### src/rtl/iter_div.sv
// Radix-2 restoring integer divider: one quotient bit per cycle, signed or unsigned,
// valid/ready on request and result, with flush-driven cancel.
module iter_div #(
    parameter int WIDTH = 32
) (
    input  logic             div_clk,
    input  logic             resetn,
    input  logic             div_valid,
    output logic             div_ready,
    input  logic             div_signed,
    input  logic [WIDTH-1:0] x,
    input  logic [WIDTH-1:0] y,
    input  logic             div_cancel,
    output logic             out_valid,
    input  logic             out_ready,
    output logic [WIDTH-1:0] s,
    output logic [WIDTH-1:0] r
);
    localparam int CW = $clog2(WIDTH) + 1;

    typedef enum logic [1:0] {IDLE, CALC, DONE} state_t;

    state_t               state, state_nxt;
    logic [CW-1:0]        cnt;
    logic [2*WIDTH-1:0]   rem;
    logic [WIDTH-1:0]     ay;
    logic [WIDTH-1:0]     ax;
    logic [WIDTH:0]       trial;
    logic                 sign_q, sign_r, y_zero;
    logic                 accept, last;

    assign div_ready = (state == IDLE) && !div_cancel;
    assign accept    = div_valid && div_ready;
    assign out_valid = (state == DONE);
    assign last      = (cnt == CW'(WIDTH));
    assign ax        = (div_signed && x[WIDTH-1]) ? -x : x;
    // rem_hi can reach 2|y|-1 after the shift, so the trial needs one extra bit
    assign trial     = rem[2*WIDTH-1:WIDTH-1] - {1'b0, ay};

    always_ff @(posedge div_clk or negedge resetn) begin
        if (!resetn) state <= IDLE;
        else         state <= state_nxt;
    end

    always_comb begin
        state_nxt = state;
        if (div_cancel) begin
            state_nxt = IDLE;
        end else begin
            case (state)
                IDLE:    if (accept)    state_nxt = CALC;
                CALC:    if (last)      state_nxt = DONE;
                DONE:    if (out_ready) state_nxt = IDLE;
                default:                state_nxt = IDLE;
            endcase
        end
    end

    always_ff @(posedge div_clk or negedge resetn) begin
        if (!resetn) begin
            cnt    <= '0;
            rem    <= '0;
            ay     <= '0;
            sign_q <= 1'b0;
            sign_r <= 1'b0;
            y_zero <= 1'b0;
            s      <= '0;
            r      <= '0;
        end else if (accept) begin
            rem    <= {{WIDTH{1'b0}}, ax};
            ay     <= (div_signed && y[WIDTH-1]) ? -y : y;
            sign_q <= div_signed & (x[WIDTH-1] ^ y[WIDTH-1]);
            sign_r <= div_signed & x[WIDTH-1];
            y_zero <= (y == '0);
            cnt    <= '0;
        end else if (state == CALC && !div_cancel) begin
            if (!last) begin
                // quotient bits enter at the bottom; remainder lives in the top half
                if (!trial[WIDTH]) rem <= {trial[WIDTH-1:0], rem[WIDTH-2:0], 1'b1};
                else               rem <= {rem[2*WIDTH-2:0], 1'b0};
                cnt <= cnt + 1'b1;
            end else begin
                // y==0 leaves |x| as remainder, so only the quotient needs forcing
                s <= y_zero ? '1 : (sign_q ? -rem[WIDTH-1:0] : rem[WIDTH-1:0]);
                r <= sign_r ? -rem[2*WIDTH-1:WIDTH] : rem[2*WIDTH-1:WIDTH];
            end
        end
    end

endmodule

### config.mk
export PLATFORM = sky130hd
export DESIGN_NAME = iter_div
export DESIGN_NICKNAME = d
export VERILOG_FILES = /design/src/rtl/iter_div.sv
export SDC_FILE = /design/constraint.sdc
export NUM_CORES = 1
export LEC_CHECK = 0
export ABC_AREA = 0
export CORE_ASPECT_RATIO = 1.75
export CORE_MARGIN = 2
export CORE_UTILIZATION = 45
export CTS_CLUSTER_SIZE = 14
export DETAILED_ROUTE_END_ITERATION = 6
export GPL_TIMING_DRIVEN = 0
export PLACE_DENSITY = 0.67
export SYNTH_ARGS = -nofsm -noshare
export SYNTH_HDL_FRONTEND = slang
export SYNTH_SLANG_ARGS = --single-unit
export TNS_END_PERCENT = 5
### constraint.sdc
create_clock -name div_clk -period 3 [get_ports div_clk]
set_input_delay 0.45 -clock div_clk [delete_from_list [all_inputs] [get_ports div_clk]]
set_output_delay 0.45 -clock div_clk [all_outputs]
set_load 0.005 [all_outputs]
# After elaboration in Yosys (flattened, before gate mapping)
# Index checks and enable logic that the tools add are counted.
dict set report classes {
  add_sub_neg 6
  eq_ne 7
  n_mux 17
  bitwise 4
  reduce_logical 12
}
# op n
set op_table {}
lappend op_table {{$mux W64} 4}
lappend op_table {{$mux W32} 5}
lappend op_table {{$neg A32 Y32} 4}
lappend op_table {{$sub A33 B32 Y33} 1}
lappend op_table {{$logic_not A32 Y1} 1}
lappend op_table {{$mux W6} 3}
lappend op_table {{$mux W2} 4}
lappend op_table {{$add A6 B1 Y6 const B} 1}
lappend op_table {{$eq A6 B6 Y1 const B} 1}
lappend op_table {{$ne A3 B3 Y1 const B} 2}
lappend op_table {{$pmux W2 S3} 1}
lappend op_table {{$reduce_and A3 Y1} 2}
lappend op_table {{$logic_and A1 B1 Y1} 5}
lappend op_table {{$ne A3 B2 Y1 const B} 1}
lappend op_table {{$and A1 B1 Y1} 2}
lappend op_table {{$eq A2 B1 Y1 const B} 1}
lappend op_table {{$eq A2 B2 Y1 const B} 1}
lappend op_table {{$logic_not A2 Y1} 1}
lappend op_table {{$ne A2 B2 Y1 const B} 1}
lappend op_table {{$reduce_and A2 Y1} 1}
lappend op_table {{$reduce_bool A2 Y1} 1}
lappend op_table {{$logic_not A1 Y1} 1}
lappend op_table {{$not A1 Y1} 1}
lappend op_table {{$xor A1 B1 Y1} 1}
dict set report word_totals {
  reg_bits 171
  input_bits 70
  output_inout_bits 66
  word_cells 55
}

# Longest topological paths before layout
dict set report depth {
  depth_word 6
  mapped_depth 12
}

# Worst setup path after synthesis
# Ideal clock, no wire load.
dict set report synth_timing {
  path_type {flip-flop to flip-flop}
  from {register rem[55]}
  to {register rem[39]}
  setup_ps 132
  arrival_time_ps 2926
  setup_slack_ps -58
  stages_incl_launch_ff 12
  period_less_slack_ps 3058
  path_cell_list {dfrtp_1 ha_1 buf_4 nand4_2 or3_1 or4_1 a21o_1 and4_4 nor3_4 buf_8 mux2i_1 o21ai_1}
}
dict set report synth_via {
  elab_chain_cells 5
}
# item line
set synth_lines {}
lappend synth_lines {{start: declaration} 25} ;# logic [2*WIDTH-1:0] rem;
lappend synth_lines {{start signal: assignment} 70} ;# rem <= {{WIDTH{1'b0}}, ax};
lappend synth_lines {{start signal: assignment} 79} ;# if (!trial[WIDTH]) rem <= {trial[WIDTH-1:0], rem[WIDTH-2:0], 1'b1};
lappend synth_lines {{start signal: assignment} 80} ;# else rem <= {rem[2*WIDTH-2:0], 1'b0};
lappend synth_lines {{$sub A33 B32 Y33} 38} ;# assign trial = rem[2*WIDTH-1:WIDTH-1] - {1'b0, ay};
lappend synth_lines {{$mux W64} 79}
lappend synth_lines {{$mux W64} 77} ;# if (!last) begin
lappend synth_lines {{$mux W64} 76} ;# end else if (state == CALC && !div_cancel) begin
lappend synth_lines {{$mux W64} 69} ;# end else if (accept) begin
# Every way passes these cells. The select of a mux whose other input is x is not followed.
# A chain may end at the register's enable or synchronous reset.

# Final worst setup path
dict set report layout_timing {
  from {register ay[22]}
  to {register rem[49]}
}
dict set report layout_via {
  elab_chain_cells 5
}
# item line
set layout_lines {}
lappend layout_lines {{start: declaration} 26} ;# logic [WIDTH-1:0] ay;
lappend layout_lines {{start signal: assignment} 71} ;# ay <= (div_signed && y[WIDTH-1]) ? -y : y;
lappend layout_lines {{$sub A33 B32 Y33} 38}
lappend layout_lines {{$mux W64} 79}
lappend layout_lines {{$mux W64} 77}
lappend layout_lines {{$mux W64} 76}
lappend layout_lines {{$mux W64} 69}
# Every way passes these cells. The select of a mux whose other input is x is not followed.

==> summary.md <==
| Metric | Value |
|---|---|
| Global placement routability congestion | `between 0.9 and 1` |
| Failing checks | `negative setup slack` |
| Drc violations | `0` |
| Area grow syn2layout | `27.3%` |
| #FFs+latches synth | `171` |
| H-tree depth | `4` |
| I/O pin count | `136` |
| Maxcap violations | `0` |
| Hold Fails Final Rpt | `0` |
| Hold Crit Class | `reg -> reg` |
| CTS tree | `yes` |
| Max VDD drop | `0.320 mV` |
| Fmax | `323 MHz` |
| Post-synthesis sequential area ratio | `between 30% and 40%` |
| Layout cells sized above 1 | `9.47%` |
| Total negative slack | `-1690 ps` |
| Post-Place Worst Slack | `-877 ps` |
| Vias per std cell | `5.71` |
| Port-buffer cells | `135` |
| CTS clk-pin slew, worst paths | `70 ps` |
| Drt initial violations | `634` |
| Max Slew Vio Count | `0` |
| Dpl hpwl | `27200 um` |
| CP endpoint kind | `flip-flop` |
| LEAKAGE | `0.00594 uW` |
| Clock Tree Root | `clkbuf_16` |
| Die area | `26200 sq um` |
| PwrDens | `529 nW/um^2` |
| Tcrit/Tclk final | `103%` |
| Number of flops mapped to enable cells by yosys | `0` |
| DRT Wirelength | `approximately 36000 um` |
| ANT cells | `0` |
| Die H | `213 um` |
| Mean post-synth cell area | `around 8.5 sq um` |
| Most numerous cell in the Yosys netlist | `nand2_1` |
| Initial antenna violation count | `0` |
| Main flop type after synthesis | `dfrtp_1` |
| Critical Path Source Type | `flip-flop` |
| Tmin final | `around 3100 ps` |
| Final setup fails | `30` |
| Kind of critical path | `reg -> reg` |
| CTS buffer count | `17` |
| DR pass1 iterations | `5` |
| Die W | `123 um` |
| CP Max Fanout | `8` |
| Clock Path Buffers | `2` |
| First-pass GRT wire length | `54800 um` |
| Synth warnings | `0` |
| Cell area after synthesis | `between 10000 and 15000 sq um` |
| Setup ws final | `-101 ps` |
| Unrepaired setup endpoints after global routing | `true` |
| Synth top area share | `38.2%` |
| Final ANT Viol Nets | `0` |
| Max-Slew Margin vs Limit | `44.8%` |
| Fillcell total | `2275` |
| Area of the multi-input gates | `6760 sq um` |
| Worst slew pin tran | `around 830 ps` |
| Cell Rows | `76` |
| Critical path arrival | `3420 ps` |
| Largest area contributor in the netlist | `dfrtp_1` |
| Ys async rst share | `100%` |
| Synth top area cells | `dfrtp_1 (38%), o21ai_0 (7.0%), xor2_1 (7.0%), nand2_1 (6.2%), xnor2_1 (4.5%)` |
| Global Route Usage Sum | `27.7%` |
| Worst path required time | `around 3300 ps` |
| DR WL/cell | `19.4 um` |
| Clock Latency Late Sink | `around 470 ps` |
| Nets@finish | `1617` |
| Number of distinct library cells after synthesis | `~70` |
| Reg area | `4290 sq um` |
| Status | `complete, but fails checks` |
| Cell count after synthesis | `1325` |
| Vias | `10471` |
| Skew final | `10.3 ps` |
| Core ar. | `24500 sq um` |
| Initial Util | `a little under half` |
| Synth top cells by count | `nand2_1 (186), dfrtp_1 (171), o21ai_0 (157), nor2_1 (101), xor2_1 (89)` |
| Total gr overflow | `0` |
| Syn_nets | `1434` |
| Vias in the first global route | `roughly 11000` |
| Largest net degree at the start of global routing | `around 120` |
| CTS sink cnt | `171` |
==> state kept, by name, indices dropped and copies added (netlist names) <==
name    cells
ay         32
cnt         6
r          32
rem        64
s          32
sign_q      1
sign_r      1
state       2
y_zero      1
==> layer usage <==
| layer | vias to the layer above | GRT usage [%] | routed length, um |
|---|---|---|---|
| met3 | 93 | 5.42 | 1720 |
| met2 | 298 | 53.8 | 19900 |
| met4 | 0 | 14.7 | 1880 |
| met5 | - | 0 | 0 |
| met1 | 5010 | 26.5 | 12000 |
| li1 | 5070 | - | - |
==> cell type report <==
type | instances | share of cell area, %
multi-input cells | 1036 | 47.4
flip-flops and latches | 171 | 30.1
repair buffers | 167 | 11.7
clock buffers | 19 | 3.11
well taps | 312 | 2.74
plain buffers | 62 | 2.24
inverters | 53 | 1.40
clock inverters | 13 | 1.33
==> critical path: stages (launching register included) <==
cell,delay (ps)
dfrtp_1,380
inv_2,60
ha_4,270
buf_6,120
nand4_4,90
or3_4,360
or4_1,490
a21o_1,190
and4_4,180
nor3_4,160
buf_8,210
clkbuf_16,180
mux2i_1,180
o21ai_1,70
==> cell families after synthesis <==
group	Yosys count	share of synthesized area, %
compound gates	395	21.1
xor+xnor	147	11.5
mux	26	2.35
fa+ha+maj	39	4.43
flops	171	38.2
simple gates	429	17.8
buf+inv	118	4.58
==> cell usage in the layout, fill, tap and decap left out, drive strengths merged, types with 26 or more instances in the layout <==
cell / n
inv: 56
ha: 38
o21ai: 179
o31ai: 29
xor2: 89
xnor2: 58
nor3: 28
clkbuf: 67
a21oi: 85
nor2: 101
dfrtp: 171
clkdlybuf4s50: 134
a22oi: 26
nand2: 187
buf: 45
==> path summary, 6_finish.rpt <==
check	endpoint	depth (start not counted)	slack (ps)	from
max	rem[49]$_DFFE_PN0P_	13	-100	ay[22]$_DFFE_PN0P_
min	s[17]$_DFFE_PN0P_	2	470	s[17]$_DFFE_PN0P_
max reg2reg	rem[49]$_DFFE_PN0P_	13	-100	ay[22]$_DFFE_PN0P_
min reg2reg	s[17]$_DFFE_PN0P_	2	470	s[17]$_DFFE_PN0P_
max in group asynchronous	rem[48]$_DFFE_PN0P_	3	1480	resetn
min in group asynchronous	s[11]$_DFFE_PN0P_	2	480	resetn
==> report_power, final <==
part	internal (uW)	leakage (uW)	switching [uW]	total (uW)
clock network	1420	0.000308	1000	2420
registers	2550	0.00227	281	2830
logic	960	0.00336	1330	2290
total	4930	0.00594	2610	7540
==> through the flow <==
| step | power (uW) | instance area, sq um | cells | util (%) | hold slack [ps] |
|---|---|---|---|---|---|
| final | 7540 | 14300 | 1833 | 58.1 | 472 |
| after global routing | 7940 | 14300 | 1833 | 58.1 | 502 |
| after CTS | 7440 | 13900 | 1819 | 56.8 | 472 |
| after detailed placement | 4950 | 13000 | 1773 | 52.9 | 383 |
| after global placement | 4900 | 12900 | 1772 | 52.8 | 461 |
| after floorplan | 4260 | 11200 | 1325 | - | 154 |
==> timing repair <==
item | in CTS | in global routing
setup buffers | 12 | 16
hold buffers | 1 | 0
gates resized for setup | 43 | 38
endpoints found under the hold margin | 49 | 0
cloned | 1 | 1
pin swaps | 4 | 9
setup endpoints to repair | 55 | 56
(Power assumes the default switching activity.)
